**src/rtl/bram_read_streamer.sv**
```systemverilog
// rtl/bram_read_streamer.sv - BRAM read streamer with credit-limited FWFT output FIFO
// Issues length*max(repeat_count,1) reads, possibly over several passes, and streams the data in order.
module bram_read_streamer #(
   parameter int WIDTH           = 8,
   parameter int LOG2_DEPTH      = 5,
   parameter int LOG2_FIFO_DEPTH = 3
) (
   input  logic                  clk,
   input  logic                  reset,
   input  logic                  start,
   input  logic [LOG2_DEPTH-1:0] start_addr,
   input  logic [LOG2_DEPTH:0]   length,
   input  logic [15:0]           repeat_count,
   output logic                  busy,
   output logic                  done,
   output logic                  re,
   output logic [LOG2_DEPTH-1:0] raddr,
   output logic [1:0]            rfifobram,
   input  logic                  rvalid,
   input  logic [WIDTH-1:0]      rdata,
   output logic                  out_valid,
   output logic [WIDTH-1:0]      out_data,
   input  logic                  out_ready
);

   typedef enum logic [1:0] {IDLE, ISSUE, DRAIN} state_t;

   localparam int FIFO_DEPTH = 1 << LOG2_FIFO_DEPTH;
   localparam int CW         = LOG2_FIFO_DEPTH + 1;

   state_t                     state_q, state_d;
   logic [LOG2_DEPTH-1:0]      addr_q, base_q;
   logic [LOG2_DEPTH:0]        len_q, word_q;
   logic [15:0]                reps_q, pass_q;
   logic [CW-1:0]              outstanding_q, fifo_count_q;
   logic [LOG2_FIFO_DEPTH-1:0] wr_ptr_q, rd_ptr_q;
   logic [WIDTH-1:0]           mem [FIFO_DEPTH];
   logic [CW:0]                credit_sum;
   logic                       credit_ok, last_in_pass, last_pass;
   logic                       accept, push, pop, fifo_empty, fifo_full;

   // Every issued read must have a guaranteed FIFO slot, whatever the read latency.
   assign credit_sum   = {1'b0, outstanding_q} + {1'b0, fifo_count_q};
   assign credit_ok    = credit_sum < (CW+1)'(FIFO_DEPTH);
   assign last_in_pass = word_q == len_q - (LOG2_DEPTH+1)'(1);
   assign last_pass    = pass_q == reps_q - 16'd1;

   assign fifo_empty = fifo_count_q == '0;
   assign fifo_full  = fifo_count_q == CW'(FIFO_DEPTH);
   assign accept     = rvalid && (outstanding_q != '0);
   assign push       = accept;
   assign pop        = !fifo_empty && out_ready;

   assign out_valid = !fifo_empty;
   assign out_data  = mem[rd_ptr_q];
   assign raddr     = addr_q;
   assign rfifobram = 2'b01;
   assign busy      = state_q != IDLE;

   always_comb begin
      state_d = state_q;
      re      = 1'b0;
      done    = 1'b0;
      case (state_q)
         IDLE: begin
            if (start) state_d = (length == '0) ? DRAIN : ISSUE;
         end
         ISSUE: begin
            if (credit_ok) begin
               re = 1'b1;
               if (last_in_pass && last_pass) state_d = DRAIN;
            end
         end
         DRAIN: begin
            if (outstanding_q == '0 && fifo_empty) begin
               done    = 1'b1;
               state_d = IDLE;
            end
         end
         default: state_d = IDLE;
      endcase
   end

   always_ff @(posedge clk) begin
      if (reset) begin
         state_q <= IDLE;
         addr_q  <= '0;
         base_q  <= '0;
         len_q   <= '0;
         word_q  <= '0;
         reps_q  <= 16'd1;
         pass_q  <= '0;
      end else begin
         state_q <= state_d;
         if (state_q == IDLE && start) begin
            base_q <= start_addr;
            addr_q <= start_addr;
            len_q  <= length;
            reps_q <= (repeat_count == 16'd0) ? 16'd1 : repeat_count;
            word_q <= '0;
            pass_q <= '0;
         end else if (re) begin
            if (last_in_pass) begin
               word_q <= '0;
               pass_q <= pass_q + 16'd1;
               addr_q <= base_q;
            end else begin
               word_q <= word_q + (LOG2_DEPTH+1)'(1);
               addr_q <= addr_q + LOG2_DEPTH'(1);
            end
         end
      end
   end

   always_ff @(posedge clk) begin
      if (reset) begin
         outstanding_q <= '0;
      end else begin
         case ({re, accept})
            2'b10:   outstanding_q <= outstanding_q + CW'(1);
            2'b01:   outstanding_q <= outstanding_q - CW'(1);
            default: outstanding_q <= outstanding_q;
         endcase
      end
   end

   always_ff @(posedge clk) begin
      if (push) mem[wr_ptr_q] <= rdata;
   end

   always_ff @(posedge clk) begin
      if (reset) begin
         wr_ptr_q     <= '0;
         rd_ptr_q     <= '0;
         fifo_count_q <= '0;
      end else begin
         if (push) wr_ptr_q <= wr_ptr_q + LOG2_FIFO_DEPTH'(1);
         if (pop)  rd_ptr_q <= rd_ptr_q + LOG2_FIFO_DEPTH'(1);
         case ({push, pop})
            2'b10:   fifo_count_q <= fifo_count_q + CW'(1);
            2'b01:   fifo_count_q <= fifo_count_q - CW'(1);
            default: fifo_count_q <= fifo_count_q;
         endcase
      end
   end

   // The credit rule makes this unreachable; it guards against future edits.
   always_ff @(posedge clk) begin
      if (!reset) assert (!(push && fifo_full && !pop));
   end

endmodule

```
**config.mk**
```make
export PLATFORM = sky130hd
export DESIGN_NAME = bram_read_streamer
export DESIGN_NICKNAME = d
export VERILOG_FILES = /design/src/rtl/bram_read_streamer.sv
export SDC_FILE = /design/constraint.sdc
export NUM_CORES = 1
export LEC_CHECK = 0
export CORE_ASPECT_RATIO = 0.5
export CORE_MARGIN = 3
export CORE_UTILIZATION = 38
export CTS_CLUSTER_SIZE = 20
export DETAILED_ROUTE_END_ITERATION = 16
export PLACE_DENSITY = 0.54
export SLEW_MARGIN = 20
export SYNTH_ARGS = -nofsm -noshare
export SYNTH_HDL_FRONTEND = slang
export SYNTH_SLANG_ARGS = --single-unit
```
**constraint.sdc**
```tcl
create_clock -name clk -period 5.5 [get_ports clk]
set_input_delay 0.55 -clock clk [delete_from_list [all_inputs] [get_ports clk]]
set_output_delay 0.55 -clock clk [all_outputs]
set_load 0.05 [all_outputs]
```
==> results of run 1 <==
[stage by stage]
stage / utilization, % / power [uW]
6_report: 47.8 / 3350
5_1_grt: 47.8 / 3520
4_1_cts: 47.8 / 3390
3_5_place_dp: 43.9 / 2140
3_3_place_gp: 43.9 / 2140
2_1_floorplan: - / 1890
[path summary, 6_finish.rpt]
path	cells past startpoint	endpoint	slack [ns]	startpoint
max	6	re	1.63	outstanding_q[3]
min	2	base_q[4]	0.46	base_q[4]
max reg2reg	8	pass_q[13]	1.69	outstanding_q[3]
min reg2reg	2	base_q[4]	0.46	base_q[4]
[tightest hold or removal path: cells and delay by family (launching register included)]
family / cells / cell delay, ns
flip-flops: 1 / 0.31
AO/OA/AOI/OAI: 1 / 0.05
AND/OR/NAND/NOR: 1 / 0.05
[cell usage after synthesis (4+ instances only)]
cell type / number / area share [%]
o31ai_1: 7 / 0.81
xnor2_1: 22 / 3.0
mux4_2: 16 / 5.6
mux2_2: 8 / 1.4
nand2b_1: 7 / 0.68
nor3b_1: 6 / 0.70
edfxtp_1: 64 / 30
inv_1: 19 / 1.1
a31oi_1: 8 / 0.77
xor2_1: 20 / 2.7
or3_1: 9 / 0.87
clkbuf_1: 17 / 0.99
nor2b_1: 4 / 0.39
nand2_1: 81 / 4.7
buf_1: 5 / 0.29
or4_1: 10 / 1.2
o21ai_0: 16 / 1.2
nand3_1: 6 / 0.46
nor4_1: 10 / 0.97
nor3_1: 19 / 1.5
nand4_1: 7 / 0.68
nor2_1: 35 / 2.0
a21o_1: 6 / 0.70
dfxtp_1: 73 / 23
a21oi_1: 55 / 4.3
ha_1: 16 / 3.1
[area by class of cell]
| cell class | count | area [sq um] | share of cell area, % |
|---|---|---|---|
| multi-input combinational | 420 | 2940 | 37.2 |
| clock buffer | 20 | 500 | 6.34 |
| tap | 227 | 284 | 3.60 |
| sequential | 137 | 3380 | 42.8 |
| inverter | 19 | 71.3 | 0.903 |
| timing repair buffer | 59 | 578 | 7.32 |
| clock inverter | 12 | 145 | 1.84 |
[sequential cells by signal (all words and copies together) (netlist names), named ones only]
register / cells
outstanding_q: 4
state_q: 2
wr_ptr_q: 3
pass_q: 16
word_q: 6
len_q: 6
base_q: 5
reps_q: 16
raddr: 5
rd_ptr_q: 3
mem: 64
fifo_count_q: 4
[cell families (layout without fill, tap and decap cells)]
family	count (synthesis)	count (layout)
flops	137	137
fa+ha+maj	18	18
xor+xnor	42	42
mux	27	27
compound gates	120	120
buf+inv	47	110
simple gates	211	211
other cells	2	2
[routing by layer]
layer  routed length, um  global-route usage, %  vias up  share of wire, %
met5                   0                      0        -                 0
met4                 178                   5.24        0               1.3
met3                 600                   3.77       14               4.3
met2                6060                   23.6       87                43
met1                7180                   22.9     2193                51
li1                    -                      -     2323                 -
[power by group through the flow]
stage          Sequential (uW)  Combinational, uW  Clock, uW
2_1_floorplan             1230                659          0
3_3_place_gp              1260                885          0
3_5_place_dp              1260                885          0
4_1_cts                   1240                890       1260
5_1_grt                   1250                964       1310
6_report                  1240                878       1240
==> out/qor.csv, run 1 <==
metric,value,unit
post-route-period-util,70.4,%
p_int,2290,uW
postPlaceCellArea,7250,sq um
peakVddDrop,231,uV
synth_top_family_by_area,simple AND/OR/NAND/NOR gates,
antenna_left,0,
insertedDiodeCount,0,
numCtsBuffers,17,
yosys.cell_types.count,64,
synthXorXnorAreaFrac,5.68,%
leakage,0.00270,uW
vias_per_cell,5.16,
setup_tns,0,ns
grt_max_degree,53,
max_freq,0.258,GHz
first_global_vias,4525,
cts_root_buf,clkbuf_16,
holdBufCountCts,0,
cts.sinks,137,
num_rows,33,
first_pass_iters,5,
clock_latency,0.42,ns
start_util,39.2,%
crit_path_top_delay_cell,clkdlybuf4s50_1,
drt_iter0_drc,204,
overflow,0,
portBuffers,56,
synth_simple_gate_area_share,16.4,%
pre_cts_ws,1.67,ns
dp_cells,862,
cp_cell_sequence,ha_1 > or4b_1 > a21oi_1 > nand2b_1 > inv_1 > clkdlybuf4s50_1,
yosysWarnings,0,
syn_area,6480,sq um
cp_data_required_time,4.95,ns
end_kind,output port,
hp-class,register to register,
synthArstFlopShare,0,%
sw_frac_of_total,31.6,%
crit_fanout,15,
nets,712,
worstPathArrival,3.32,ns
cp_top_family,buffers and inverters,
clockBufferDepth,2,
hold_viol,0,
wire_per_inst,15.7,um
slowest_delay,0.90,ns
power_density,424,nW/um^2
relSlewSlack,38.3,%
avgSynthCellArea,10.7,sq um
antenna_found_initial,0,
fin_cells,894,
synth_mux_area_share,7.50,%
die_x,191,um
post-cts-setup-buffers,0,
yosysSeqAreaShare,52.2,%
syn_nets,662,
power_frac_seq,36.9,%
critPathKind,register to output port,
synth_compound_area_share,11.5,%
worst_hold_slack,0.463,ns
pwr-share-clk,36.9,%
die_y,98.3,um
status,finished clean,
grtUsageTotal,15.9,%
synthAdderAreaFrac,3.71,%
wl,14000,um
area_growth,21.9,%
clkTransAtPathRegs,0.06,ns
io-pin-count,59,
worst_slack,1.63,ns
cts_resized,0,
ys.flop_type,dfxtp_1,
crit_buf_inv,2,
ys_ff_latch,137,
hpwl,9390,um
cap_violations,0,
synthCells,604,
p_comb_share,26.2,%
fillers,1531,
tightest_slew,0.922,ns
drive_above_1_share,11.8,%
skew,0.00929,ns
grt_setup_unrepaired,no,
period_minus_slack,3.87,ns
power_switching,1060,uW
final_common_cell,nand2_1,
core-area,16500,sq um
grt_pass1_wl,23400,um
synth_edf_count,64,
cts_tree,built,
finalSetupViolations,0,
die-area,18700,sq um
drc_errors,0,
place.gp.congestion,0.772,
finalInstanceArea,7900,sq um
slew_violations,0,
start_kind,register,
htree_levels,4,
layout_common_cells,"nand2_1, dfxtp_1, edfxtp_1",
via_count,4617,
No activity file was read; power rests on OpenSTA's default activity.
==> run 2, diff against run 1 <==
--- a/config.mk
+++ b/config.mk
@@ -10,7 +10,7 @@
 export CORE_UTILIZATION = 38
 export CTS_CLUSTER_SIZE = 20
 export DETAILED_ROUTE_END_ITERATION = 16
-export PLACE_DENSITY = 0.54
+export PLACE_DENSITY = 0.56
 export SLEW_MARGIN = 20
 export SYNTH_ARGS = -nofsm -noshare
 export SYNTH_HDL_FRONTEND = slang
==> constraint.sdc (replaced) <==
create_clock -name clk -period 3.4 [get_ports clk]
set_input_delay 0.34 -clock clk [delete_from_list [all_inputs] [get_ports clk]]
set_output_delay 0.34 -clock clk [all_outputs]
set_load 0.05 [all_outputs]
==> out/qor.csv, run 2 (synthesis gave the netlist of run 1 again) <==
metric,value,unit
clockBufferDepth,2,
cp_data_required_time,3.75,ns
holdBufCountCts,0,
regMostFlops,mem,
power_density,678,nW/um^2
numCtsBuffers,17,
core-area,16500,sq um
die_y,98.3,um
start_kind,register,
htree_levels,4,
relSlewSlack,38.3,%
hpwl,9430,um
vias_per_cell,5.12,
grt_pass1_wl,23600,um
max_freq,0.330,GHz
clkTransAtPathRegs,0.06,ns
multi_input_area,2900,sq um
drive_above_1_share,12.2,%
cts_resized,0,
io-pin-count,59,
insertedDiodeCount,0,
antenna_left,0,
overflow,0,
cts_root_buf,clkbuf_16,
first_pass_iters,6,
antenna_found_initial,0,
cts.sinks,137,
setup_tns,0,ns
seq_area,3380,sq um
skew,0.0100,ns
crit_fanout,5,
postPlaceCellArea,7310,sq um
layout_common_cells,"nand2_1, dfxtp_1, edfxtp_1",
grt_setup_unrepaired,no,
post-cts-setup-buffers,0,
leakage,0.00274,uW
worstPathArrival,3.38,ns
tightest_slew,0.926,ns
reg_top3,"mem (64), pass_q (16), reps_q (16)",
final_common_cell,nand2_1,
area_growth,22.5,%
status,finished clean,
slew_violations,0,
hold_viol,0,
die-area,18700,sq um
peakVddDrop,374,uV
wl,14000,um
via_count,4635,
drt_iter0_drc,242,
drc_errors,0,
nets,724,
cap_violations,0,
wire_per_inst,15.4,um
critPathKind,register to register,
place.gp.congestion,0.799,
grt_max_degree,52,
hp-class,register to register,
die_x,191,um
portBuffers,56,
period_minus_slack,3.03,ns
start_util,39.2,%
finalInstanceArea,7930,sq um
clock_latency,0.42,ns
post-route-period-util,89.2,%
fillers,1526,
cts_tree,built,
largest_reg_flops,64,
end_kind,register,
finalSetupViolations,0,
first_global_vias,4577,
num_rows,33,
grtUsageTotal,16.0,%
run 2: worst max-delay path, stage by stage (launching register included):
cell	delay, ns
dfxtp_1	0.33
ha_1	0.28
or4b_1	0.47
a21oi_1	0.22
nand2b_1	0.21
ha_1	0.29
ha_1	0.28
a21o_1	0.17
a21oi_1	0.17
xnor2_1	0.09
or3_1	0.31
a21oi_1	0.14
run 2: where the power goes:
| group | internal [uW] | switching (uW) | total, uW |
|---|---|---|---|
| Combinational | 628 | 846 | 1470 |
| Clock | 1240 | 705 | 1940 |
| Sequential | 1860 | 98.7 | 1960 |
run 2: routing by layer:
metal / routed length, um / part of all wire, % / GRT usage (%) / vias to the layer above
li1: - / - / - / 2344
met1: 7190 / 52 / 22.7 / 2185
met2: 6030 / 43 / 24.0 / 90
met3: 565 / 4.0 / 3.80 / 16
met4: 174 / 1.2 / 5.69 / 0
met5: 0 / 0 / 0 / -
run 2: layout make-up:
cell class	count	area share [%]
clock buffers	23	6.15
clock inverters	9	1.72
inverters	19	0.899
multi-input cells	420	36.6
flip-flops and latches	137	42.6
well taps	227	3.58
repair buffers	71	8.39
run 2: path summary, 6_finish.rpt:
kind | startpoint | end | slack (ns) | cells past startpoint
worst max-delay path | outstanding_q[3] | outstanding_q[3] | 0.37 | 11
worst min-delay path | base_q[0] | base_q[0] | 0.46 | 2
worst max register to register | outstanding_q[3] | outstanding_q[3] | 0.37 | 11
worst min register to register | base_q[0] | base_q[0] | 0.46 | 2
run 2: stage by stage:
stage	setup WS (ns)	hold WS, ns	std cells	utilization (%)	power [uW]
2_1_floorplan	0.511	0.436	604	-	3060
3_3_place_gp	0.427	0.447	874	44.3	3470
3_5_place_dp	0.357	0.452	874	44.3	3480
4_1_cts	0.342	0.460	906	48.0	5440
5_1_grt	0.124	0.491	906	48.0	5670
6_report	0.368	0.459	906	48.0	5380
